===== src/rtl/sme_pattern_decoder_if.sv =====
// Bus between the pattern decoder and its neighbours.
// The upstream side supplies the raw pattern stream.
// The matcher side receives the decoded pattern over a valid/ready handshake.
// The decoder is the master of the decoded-pattern transfer.
interface sme_pattern_decoder_if #(
    parameter int DW      = 8,
    parameter int MAX_PAT = 8
);
    logic [DW-1:0]         chardata;
    logic                  ispattern;
    logic                  pat_ready;
    logic                  pat_valid;
    logic [DW*MAX_PAT-1:0] pat_chars;
    logic [3:0]            pat_len;
    logic [MAX_PAT-1:0]    pat_wild;
    logic                  anchor_head;
    logic                  anchor_tail;
    logic                  pat_err;
    logic                  pat_drop;

    modport master (
        input  chardata,
        input  ispattern,
        input  pat_ready,
        output pat_valid,
        output pat_chars,
        output pat_len,
        output pat_wild,
        output anchor_head,
        output anchor_tail,
        output pat_err,
        output pat_drop
    );

    modport slave (
        output chardata,
        output ispattern,
        output pat_ready,
        input  pat_valid,
        input  pat_chars,
        input  pat_len,
        input  pat_wild,
        input  anchor_head,
        input  anchor_tail,
        input  pat_err,
        input  pat_drop
    );
endinterface


===== src/rtl/sme_pattern_decoder.sv =====
// Pre-decode stage for the string-matching engine.
// It captures a serial pattern and strips a leading '^' and a trailing '$'.
// It builds the '.' wildcard mask and the body length.
// It then holds one decoded pattern until the matcher accepts it.
module sme_pattern_decoder #(
    parameter int MAX_PAT = 8,
    parameter int DW      = 8
) (
    input  logic                 clk,
    input  logic                 reset,
    sme_pattern_decoder_if.master bus
);

    // The body counter must reach MAX_PAT+2 so that an over-long body
    // followed by a '$' still reports an error after the anchor is removed.
    localparam int CW = $clog2(MAX_PAT + 3);
    localparam logic [CW-1:0] CNT_SAT  = CW'(MAX_PAT + 2);
    localparam logic [CW-1:0] CNT_BODY = CW'(MAX_PAT);

    localparam logic [DW-1:0] CH_HEAD = DW'(8'h5E);
    localparam logic [DW-1:0] CH_TAIL = DW'(8'h24);
    localparam logic [DW-1:0] CH_WILD = DW'(8'h2E);

    localparam logic [1:0] ST_IDLE = 2'd0;
    localparam logic [1:0] ST_LOAD = 2'd1;
    localparam logic [1:0] ST_HOLD = 2'd2;

    logic [1:0]    state;
    logic [DW-1:0] body_buf [MAX_PAT];
    logic [CW-1:0] body_cnt;
    logic [DW-1:0] last_char;
    logic          head_flag;

    logic          start_char;
    logic          more_char;
    logic          load_exit;
    logic          release_hold;
    logic          discard;

    logic                  tail_hit;
    logic [CW-1:0]         eff_len;
    logic [CW-1:0]         dec_len;
    logic                  dec_err;
    logic [DW*MAX_PAT-1:0] dec_chars;
    logic [MAX_PAT-1:0]    dec_wild;

    // Classify this cycle's event.
    // A char arriving in IDLE or HOLD always opens a new pattern at raw position 0.
    always_comb begin
        start_char   = bus.ispattern && ((state == ST_IDLE) || (state == ST_HOLD));
        more_char    = bus.ispattern && (state == ST_LOAD);
        load_exit    = !bus.ispattern && (state == ST_LOAD);
        release_hold = (state == ST_HOLD) && (bus.ispattern || bus.pat_ready);
        discard      = (state == ST_HOLD) && bus.ispattern && !bus.pat_ready;
    end

    // Decode the captured body.
    // A trailing '$' is dropped from the length, overflow is clamped and flagged,
    // and entries beyond the final length are forced to zero.
    always_comb begin
        tail_hit  = (last_char == CH_TAIL) && (body_cnt != '0);
        eff_len   = tail_hit ? (body_cnt - CW'(1)) : body_cnt;
        dec_err   = (eff_len > CNT_BODY);
        dec_len   = dec_err ? CNT_BODY : eff_len;
        dec_chars = '0;
        dec_wild  = '0;
        for (int i = 0; i < MAX_PAT; i++) begin
            if (CW'(i) < dec_len) begin
                dec_chars[DW*i +: DW] = body_buf[i];
                dec_wild[i]           = (body_buf[i] == CH_WILD);
            end
        end
    end

    // Sequence the pattern lifecycle: IDLE, then LOAD while chars stream in, then HOLD until taken.
    always_ff @(posedge clk or posedge reset) begin
        if (reset) begin
            state <= ST_IDLE;
        end else begin
            case (state)
                ST_IDLE: begin
                    if (bus.ispattern) begin
                        state <= ST_LOAD;
                    end
                end
                ST_LOAD: begin
                    if (!bus.ispattern) begin
                        state <= ST_HOLD;
                    end
                end
                ST_HOLD: begin
                    if (bus.ispattern) begin
                        state <= ST_LOAD;
                    end else if (bus.pat_ready) begin
                        state <= ST_IDLE;
                    end
                end
                default: begin
                    state <= ST_IDLE;
                end
            endcase
        end
    end

    // Capture the stream.
    // A '^' in the first position sets the head flag and is not stored.
    // Every other char is stored until the buffer is full.
    // The body counter keeps counting (saturating) so overflow stays visible.
    always_ff @(posedge clk or posedge reset) begin
        if (reset) begin
            body_cnt  <= '0;
            last_char <= '0;
            head_flag <= 1'b0;
            for (int i = 0; i < MAX_PAT; i++) begin
                body_buf[i] <= '0;
            end
        end else if (start_char) begin
            last_char <= bus.chardata;
            if (bus.chardata == CH_HEAD) begin
                head_flag <= 1'b1;
                body_cnt  <= '0;
            end else begin
                head_flag   <= 1'b0;
                body_buf[0] <= bus.chardata;
                body_cnt    <= CW'(1);
            end
        end else if (more_char) begin
            last_char <= bus.chardata;
            for (int i = 0; i < MAX_PAT; i++) begin
                if (body_cnt == CW'(i)) begin
                    body_buf[i] <= bus.chardata;
                end
            end
            if (body_cnt != CNT_SAT) begin
                body_cnt <= body_cnt + CW'(1);
            end
        end
    end

    // Present the decoded pattern from the cycle after the stream ends.
    // It is frozen through HOLD and cleared once it is accepted or replaced.
    always_ff @(posedge clk or posedge reset) begin
        if (reset) begin
            bus.pat_valid   <= 1'b0;
            bus.pat_chars   <= '0;
            bus.pat_len     <= '0;
            bus.pat_wild    <= '0;
            bus.anchor_head <= 1'b0;
            bus.anchor_tail <= 1'b0;
            bus.pat_err     <= 1'b0;
            bus.pat_drop    <= 1'b0;
        end else begin
            bus.pat_drop <= discard;
            if (load_exit) begin
                bus.pat_valid   <= 1'b1;
                bus.pat_chars   <= dec_chars;
                bus.pat_len     <= 4'(dec_len);
                bus.pat_wild    <= dec_wild;
                bus.anchor_head <= head_flag;
                bus.anchor_tail <= tail_hit;
                bus.pat_err     <= dec_err;
            end else if (release_hold) begin
                bus.pat_valid   <= 1'b0;
                bus.pat_chars   <= '0;
                bus.pat_len     <= '0;
                bus.pat_wild    <= '0;
                bus.anchor_head <= 1'b0;
                bus.anchor_tail <= 1'b0;
                bus.pat_err     <= 1'b0;
            end
        end
    end

endmodule


===== src/flat_wrapper.sv =====
// flat-port wrapper written by rule: the top's interface ports become plain ports
module sme_pattern_decoder_flat 
#(
    parameter int MAX_PAT = 8,
    parameter int DW      = 8
)
  (clk, reset, bus_chardata, bus_ispattern, bus_pat_ready, bus_pat_valid, bus_pat_chars, bus_pat_len, bus_pat_wild, bus_anchor_head, bus_anchor_tail, bus_pat_err, bus_pat_drop);
  sme_pattern_decoder_if #(.DW(DW), .MAX_PAT(MAX_PAT)) bus_i ();
  input  logic clk;
  input  logic reset;
  input wire logic [$bits(bus_i.chardata)-1:0] bus_chardata;
  input wire logic [$bits(bus_i.ispattern)-1:0] bus_ispattern;
  input wire logic [$bits(bus_i.pat_ready)-1:0] bus_pat_ready;
  output wire logic [$bits(bus_i.pat_valid)-1:0] bus_pat_valid;
  output wire logic [$bits(bus_i.pat_chars)-1:0] bus_pat_chars;
  output wire logic [$bits(bus_i.pat_len)-1:0] bus_pat_len;
  output wire logic [$bits(bus_i.pat_wild)-1:0] bus_pat_wild;
  output wire logic [$bits(bus_i.anchor_head)-1:0] bus_anchor_head;
  output wire logic [$bits(bus_i.anchor_tail)-1:0] bus_anchor_tail;
  output wire logic [$bits(bus_i.pat_err)-1:0] bus_pat_err;
  output wire logic [$bits(bus_i.pat_drop)-1:0] bus_pat_drop;
  assign bus_i.chardata = bus_chardata;
  assign bus_i.ispattern = bus_ispattern;
  assign bus_i.pat_ready = bus_pat_ready;
  assign bus_pat_valid = bus_i.pat_valid;
  assign bus_pat_chars = bus_i.pat_chars;
  assign bus_pat_len = bus_i.pat_len;
  assign bus_pat_wild = bus_i.pat_wild;
  assign bus_anchor_head = bus_i.anchor_head;
  assign bus_anchor_tail = bus_i.anchor_tail;
  assign bus_pat_err = bus_i.pat_err;
  assign bus_pat_drop = bus_i.pat_drop;
  sme_pattern_decoder #(.MAX_PAT(MAX_PAT), .DW(DW)) u_core (.clk(clk), .reset(reset), .bus(bus_i));
endmodule

===== config.mk =====
export PLATFORM = sky130hd
export DESIGN_NAME = sme_pattern_decoder_flat
export DESIGN_NICKNAME = d
export VERILOG_FILES = /design/src/rtl/sme_pattern_decoder_if.sv /design/src/rtl/sme_pattern_decoder.sv /design/src/flat_wrapper.sv
export SDC_FILE = /design/constraint.sdc
export NUM_CORES = 1
export LEC_CHECK = 0
export BUFFER_PORTS_ARGS = -buffer_cell sky130_fd_sc_hd__buf_2
export CORE_MARGIN = 2
export CORE_UTILIZATION = 53
export CTS_CLUSTER_SIZE = 24
export DETAILED_ROUTE_END_ITERATION = 10
export GPL_TIMING_DRIVEN = 0
export PLACE_DENSITY = 0.83
export SYNTH_ARGS = -nofsm -noshare
export SYNTH_HDL_FRONTEND = slang
export SYNTH_SLANG_ARGS = --single-unit

===== constraint.sdc =====
create_clock -name clk -period 5.99 [get_ports clk]
set_input_delay 1.198 -clock clk [delete_from_list [all_inputs] [get_ports clk]]
set_output_delay 1.198 -clock clk [all_outputs]
set_load 0.01 [all_outputs]

Word level (Yosys, flattened, before mapping)
Index checks and enable logic that the tools add are counted.
- register bits after elaboration: 160
- input bits: 12
- output and inout port bits: 81
- word-level logic and storage cells: 136
- add/subtract/negate cells: 2
- order comparisons: 9
- equal/unequal tests: 24
- multiplexer cells: 52
- bitwise logic cells: 1
- reduce and logical (&&, ||, !) cells: 28
- operators by type and width (kind ; count):
    $mux W64 ; 3
    $mux W8 ; 22
    $eq A8 B6 Y1 const B ; 9
    $mux W4 ; 7
    $reduce_and A3 Y1 ; 9
    $eq A4 B3 Y1 const B ; 4
    $lt A3 B4 Y1 const A ; 4
    $mux W1 ; 15
    $eq A4 B2 Y1 const B ; 2
    $eq A8 B7 Y1 const B ; 1
    $lt A1 B4 Y1 const A ; 2
    $lt A2 B4 Y1 const A ; 2
    $mux W2 ; 4
    $reduce_bool A2 Y1 ; 4
    $logic_and A1 B1 Y1 ; 7
    $ne A2 B2 Y1 const B ; 3
    $pmux W2 S3 ; 1
    $add A4 B1 Y4 const B ; 1
    $eq A4 B1 Y1 const B ; 1
    $gt A4 B4 Y1 const B ; 1
    $logic_not A4 Y1 ; 1
    $ne A4 B4 Y1 const B ; 1
    $reduce_bool A4 Y1 ; 1
    $sub A4 B1 Y4 const B ; 1
    other kinds (8) ; 10

Longest topological paths before layout
- depth in word-level cells: 8
- gate-level depth with buffers: 8
- depth with buffers taken out: 7

Least setup slack after synthesis
Ideal clock, no wire load.
- path type: input to register
- start: in bus_ispattern
- end: reg u_core.bus.pat_wild[5]
- library setup time: 0.068 ns
- data arrival time: 2.553 ns
- data required time: 5.922 ns
- setup slack: 3.369 ns
- stages: 6
- buffers on the path: 1
- cells stage by stage: buf_2 -> nor3b_1 -> nand2_1 -> mux2_2 -> o22ai_2 -> a32o_1
- longest elaborated chain between the ends: 3
- elaborated cells on any way between the ends: 6
- classes of those cells: 1 x mux; 5 x reduce/logical
- ends and longest elaborated chain (what ; line ; text):
    start, declared ; flat_wrapper.sv:12 ; input wire logic [$bits(bus_i.ispattern)-1:0] bus_ispattern;
    $logic_not A1 Y1 or $logic_or A1 B1 Y1 (tied branches) ; sme_pattern_decoder.sv:52, sme_pattern_decoder.sv:53 ;
    $logic_and A1 B1 Y1 (on tied branches) ; sme_pattern_decoder.sv:52, sme_pattern_decoder.sv:53 ;
    $mux W8 or $reduce_bool A2 Y1 (tied branches) ; -- ;
    end signal, assigned ; sme_pattern_decoder.sv:158 ; bus.pat_wild <= dec_wild;
    end, declared ; sme_pattern_decoder_if.sv:28 ; output pat_wild,
Parallel ways exist; a longest one is shown, timed or not.
A chain may end at the register's enable or synchronous reset.

Final worst setup path
- start: in bus_ispattern
- end: reg u_core.bus.pat_chars[9]
- longest elaborated chain between the ends: 3
- elaborated cells on any way between the ends: 6
- classes of those cells: 1 x mux; 5 x reduce/logical
- ends and longest elaborated chain (what ; line ; text):
    $logic_not A1 Y1 or $logic_or A1 B1 Y1 (tied branches) ; sme_pattern_decoder.sv:52, sme_pattern_decoder.sv:53 ;
    $logic_and A1 B1 Y1 (on tied branches) ; sme_pattern_decoder.sv:52, sme_pattern_decoder.sv:53 ;
    $mux W64 or $reduce_bool A2 Y1 (tied branches) ; -- ;
    end signal, assigned ; sme_pattern_decoder.sv:156 ; bus.pat_chars <= dec_chars;
    end, declared ; sme_pattern_decoder_if.sv:26 ; output pat_chars,
Parallel ways exist; a longest one is shown, timed or not.

==> run summary <==
Status -> complete, no violations
Critical path type -> in -> reg
Leakage power -> 0.00384 uW
Final WL -> 15.1 mm
Nets@finish -> 589
Die ar. -> 0.0131 mm2
IO Pins -> 93
Post_cts resized -> 0
Vias in the first global route -> 4,366
Data arrival time of the critical path -> 3.26 ns
Ratio of cells with drive above 1 in the final layout -> 35.8%
CP dominant cell by count -> buf_2
I/O Buffers -> 84
CTS Buf Count -> 17
Root Driver -> clkbuf_16
Placed Cells -> 701
Flops & latches, synth -> 160
Synth cell types -> 50
Post-synth top area share -> 62.0%
CP max-delay cell -> nor3b_1
Post-Syn Instances -> 469
Hold Path Class -> reg -> reg
Design Area, Final -> 0.00772 mm2
Setup crit end -> u_core.bus.pat_chars[9]
Postcts setup bufs -> 0
Setup crit start -> bus_ispattern
Later-pin clock latency in the skew report -> 0.42 ns
Non-filler instance count after layout -> 731
Yosys warning count -> 0
Initial Util -> 54.0%
Dominant cell type by area after synthesis -> dfrtp_1
Top Family by Delay on Critical Path -> simple AND/OR/NAND/NOR gates
Post-DRT Antenna Nets -> 0
Max Root-Sink Buffers -> 2
Placer Congestion -> 0.884
First-pass GRT wire length -> 23.7 mm
TritonCTS clock tree -> built
Post-Synthesis Net Count -> 485
Clock power frac -> 34.4%
Via count -> 4,417
Worst Max-Slew Pin Slew -> 0.784 ns
Routed vias/inst -> 6.04
Crit path time final -> 2.96 ns
All-layer global routing usage -> 24.1%
Hold_ws -> 0.476 ns
Rows -> 40
Post-Place Setup Slack -> 2.69 ns
Async set-reset flop share out of synthesis -> 100%
Post-synth EDFFs -> 0
Initial antenna violation count -> 0
DRC Markers -> 0
Max Slew Vio Count -> 0
Primary FF master, synth -> dfrtp_1
Iter 0 DRT Violations -> 405
Levels on crit path -> 6
Largest stage delay on the critical path -> 0.65 ns
GRT overflow -> 0
Placed wire-length estimate -> 9.85 mm
Switching Fraction -> 28.4%
R2R depth -> 7
Die Y-Extent -> 114 um
WP data required -> 6.30 ns
Final worst slack -> 3.03 ns
Final Hold Violating Endpoints -> 0
Startpoint types -> input pin
Power Density -> 432 mW/mm2
RSZ-0062 raised after global routing -> false
Crit-path cells -> buf_2 > buf_2 > nor3b_1 > nor2_1 > clkbuf_1 > a22o_1
Diode count -> 0
Mapped Area -> 0.00646 mm2
Clock sink count -> 160
Seq pwr share -> 46.5%
Crit end category -> register
Critical R2R Launch -> u_core.body_cnt[0]
Cts-stage hold buffer count -> 0
Synth area leaders -> dfrtp_1, mux2_2, a22o_1
Worst-path clk slew -> 0.06 ns
DIE WIDTH -> 114 um
Largest net degree at the start of global routing -> 88
Switching power -> 946 uW
H-tree levels -> 4
Drt first pass iters -> 7
CP max FO -> 10
Max_cap viols -> 0
Tcrit/Tclk final -> 49.3%
Layout area overhead -> 19.6%
Register area share after synthesis -> 62.0%
Worst reg2reg endpoint -> u_core.bus.pat_chars[49]
Cell-internal power -> 2390 uW
Combinational Power Share -> 19.1%
R2r setup slk -> 3.38 ns
Drt wl/cell -> 20.6 um
Avg Inst Size Synth -> 13.8 um2
Slew HR -> 47.6%
Final setup violating endpoints -> 0
Post-DP Area -> 0.00710 mm2
FMAX -> 338 MHz
Core Region -> 0.0120 mm2
Worst path buffer plus inverter count -> 3
Final clock skew -> 0.00743 ns
Peak VDD IR -> 0.192 mV
Fin util -> 64.6%
## cells in the final DEF (no fill, tap or decap), drive strengths merged, types with 4 or more instances in the layout
cell type  netlist  routed
or4b             6       6
nand3           13      13
bufinv           0       4
nor2            15      15
dfrtp          160     160
nor3             8       8
inv             14      14
nand2           26      26
ha               4       4
mux2            66      66
a21oi            6       6
clkbuf          11      32
buf             12      97
a32o            14      14
a22o            61      61
o21ai           16      16
## registers in the layout, indices dropped and copies added, names as in the netlist
name / count
u_core.bus.pat_drop: 1
u_core.bus.pat_chars: 64
u_core.body_cnt: 4
u_core.bus.anchor_tail: 1
u_core.body_buf: 64
u_core.bus.pat_err: 1
u_core.bus.pat_wild: 8
u_core.last_char: 8
u_core.bus.pat_valid: 1
u_core.bus.anchor_head: 1
u_core.head_flag: 1
u_core.state: 2
u_core.bus.pat_len: 4
## worst min-delay path by stage
stage | startpoint | to | slack (ns) | depth (start not counted)
finish | u_core.bus.pat_len[3] | u_core.bus.pat_len[3] | 0.48 | 1
global route | u_core.bus.pat_chars[54] | u_core.bus.pat_chars[54] | 0.50 | 1
CTS | u_core.bus.pat_len[3] | u_core.bus.pat_len[3] | 0.48 | 1
detailed placement | u_core.bus.pat_len[3] | u_core.bus.pat_len[3] | 0.47 | 1
global placement | u_core.bus.pat_len[3] | u_core.bus.pat_len[3] | 0.46 | 1
floorplan | u_core.body_buf[57] | u_core.bus.pat_chars[1] | 0.47 | 1
## layer usage
layer	global-route usage [%]	wire length [um]	vias up
met5	0	0	-
met4	8.37	317	0
met3	5.77	813	25
met2	38.1	7350	159
met1	33.0	6580	2286
li1	-	-	1947
## cells by family (layout without fill, tap and decap cells)
kind of cell	count (synthesis)	in the layout	share of synthesized area, %
AOI/OAI and AO/OA	106	106	13.8
DFF	160	160	62.0
muxes	69	69	12.0
xor gates and xnor gates	4	4	0.659
adders and majority gates	4	4	0.775
and+or+nand+nor	89	89	8.08
buffers and inverters	37	152	2.69
## power groups by stage
stage,sequential [uW],combinational (uW),clock (uW)
after floorplan,1540,416,0
after detailed placement,1560,634,0
after global routing,1580,695,1200
after CTS,1550,641,1150
final,1550,637,1150
after global placement,1540,607,0
## stage by stage
stage	total power (uW)	TNS, ns
after global routing	3480	0
after floorplan	1950	0
after global placement	2150	-122.08
after detailed placement	2190	0
after CTS	3340	0
final	3330	0
## Yosys cell counts, drive strengths merged (4+ instances only)
cell      n
o21ai    16
nor2     15
dfrtp   160
nor3      8
buf      12
nand2    26
a22o     61
a32o     14
or4b      6
clkbuf   11
ha        4
inv      14
nand3    13
mux2     66
a21oi     6
## cell type report
class	count	area (um2)
clock buffers	21	470
inverters	14	57.6
flip-flops and latches	160	4000
well taps	147	184
multi-input cells	272	2280
fillers	850	4240
plain buffers	23	121
repair buffers	85	448
clock inverters	9	158
Power figures use the tool's default switching activity.
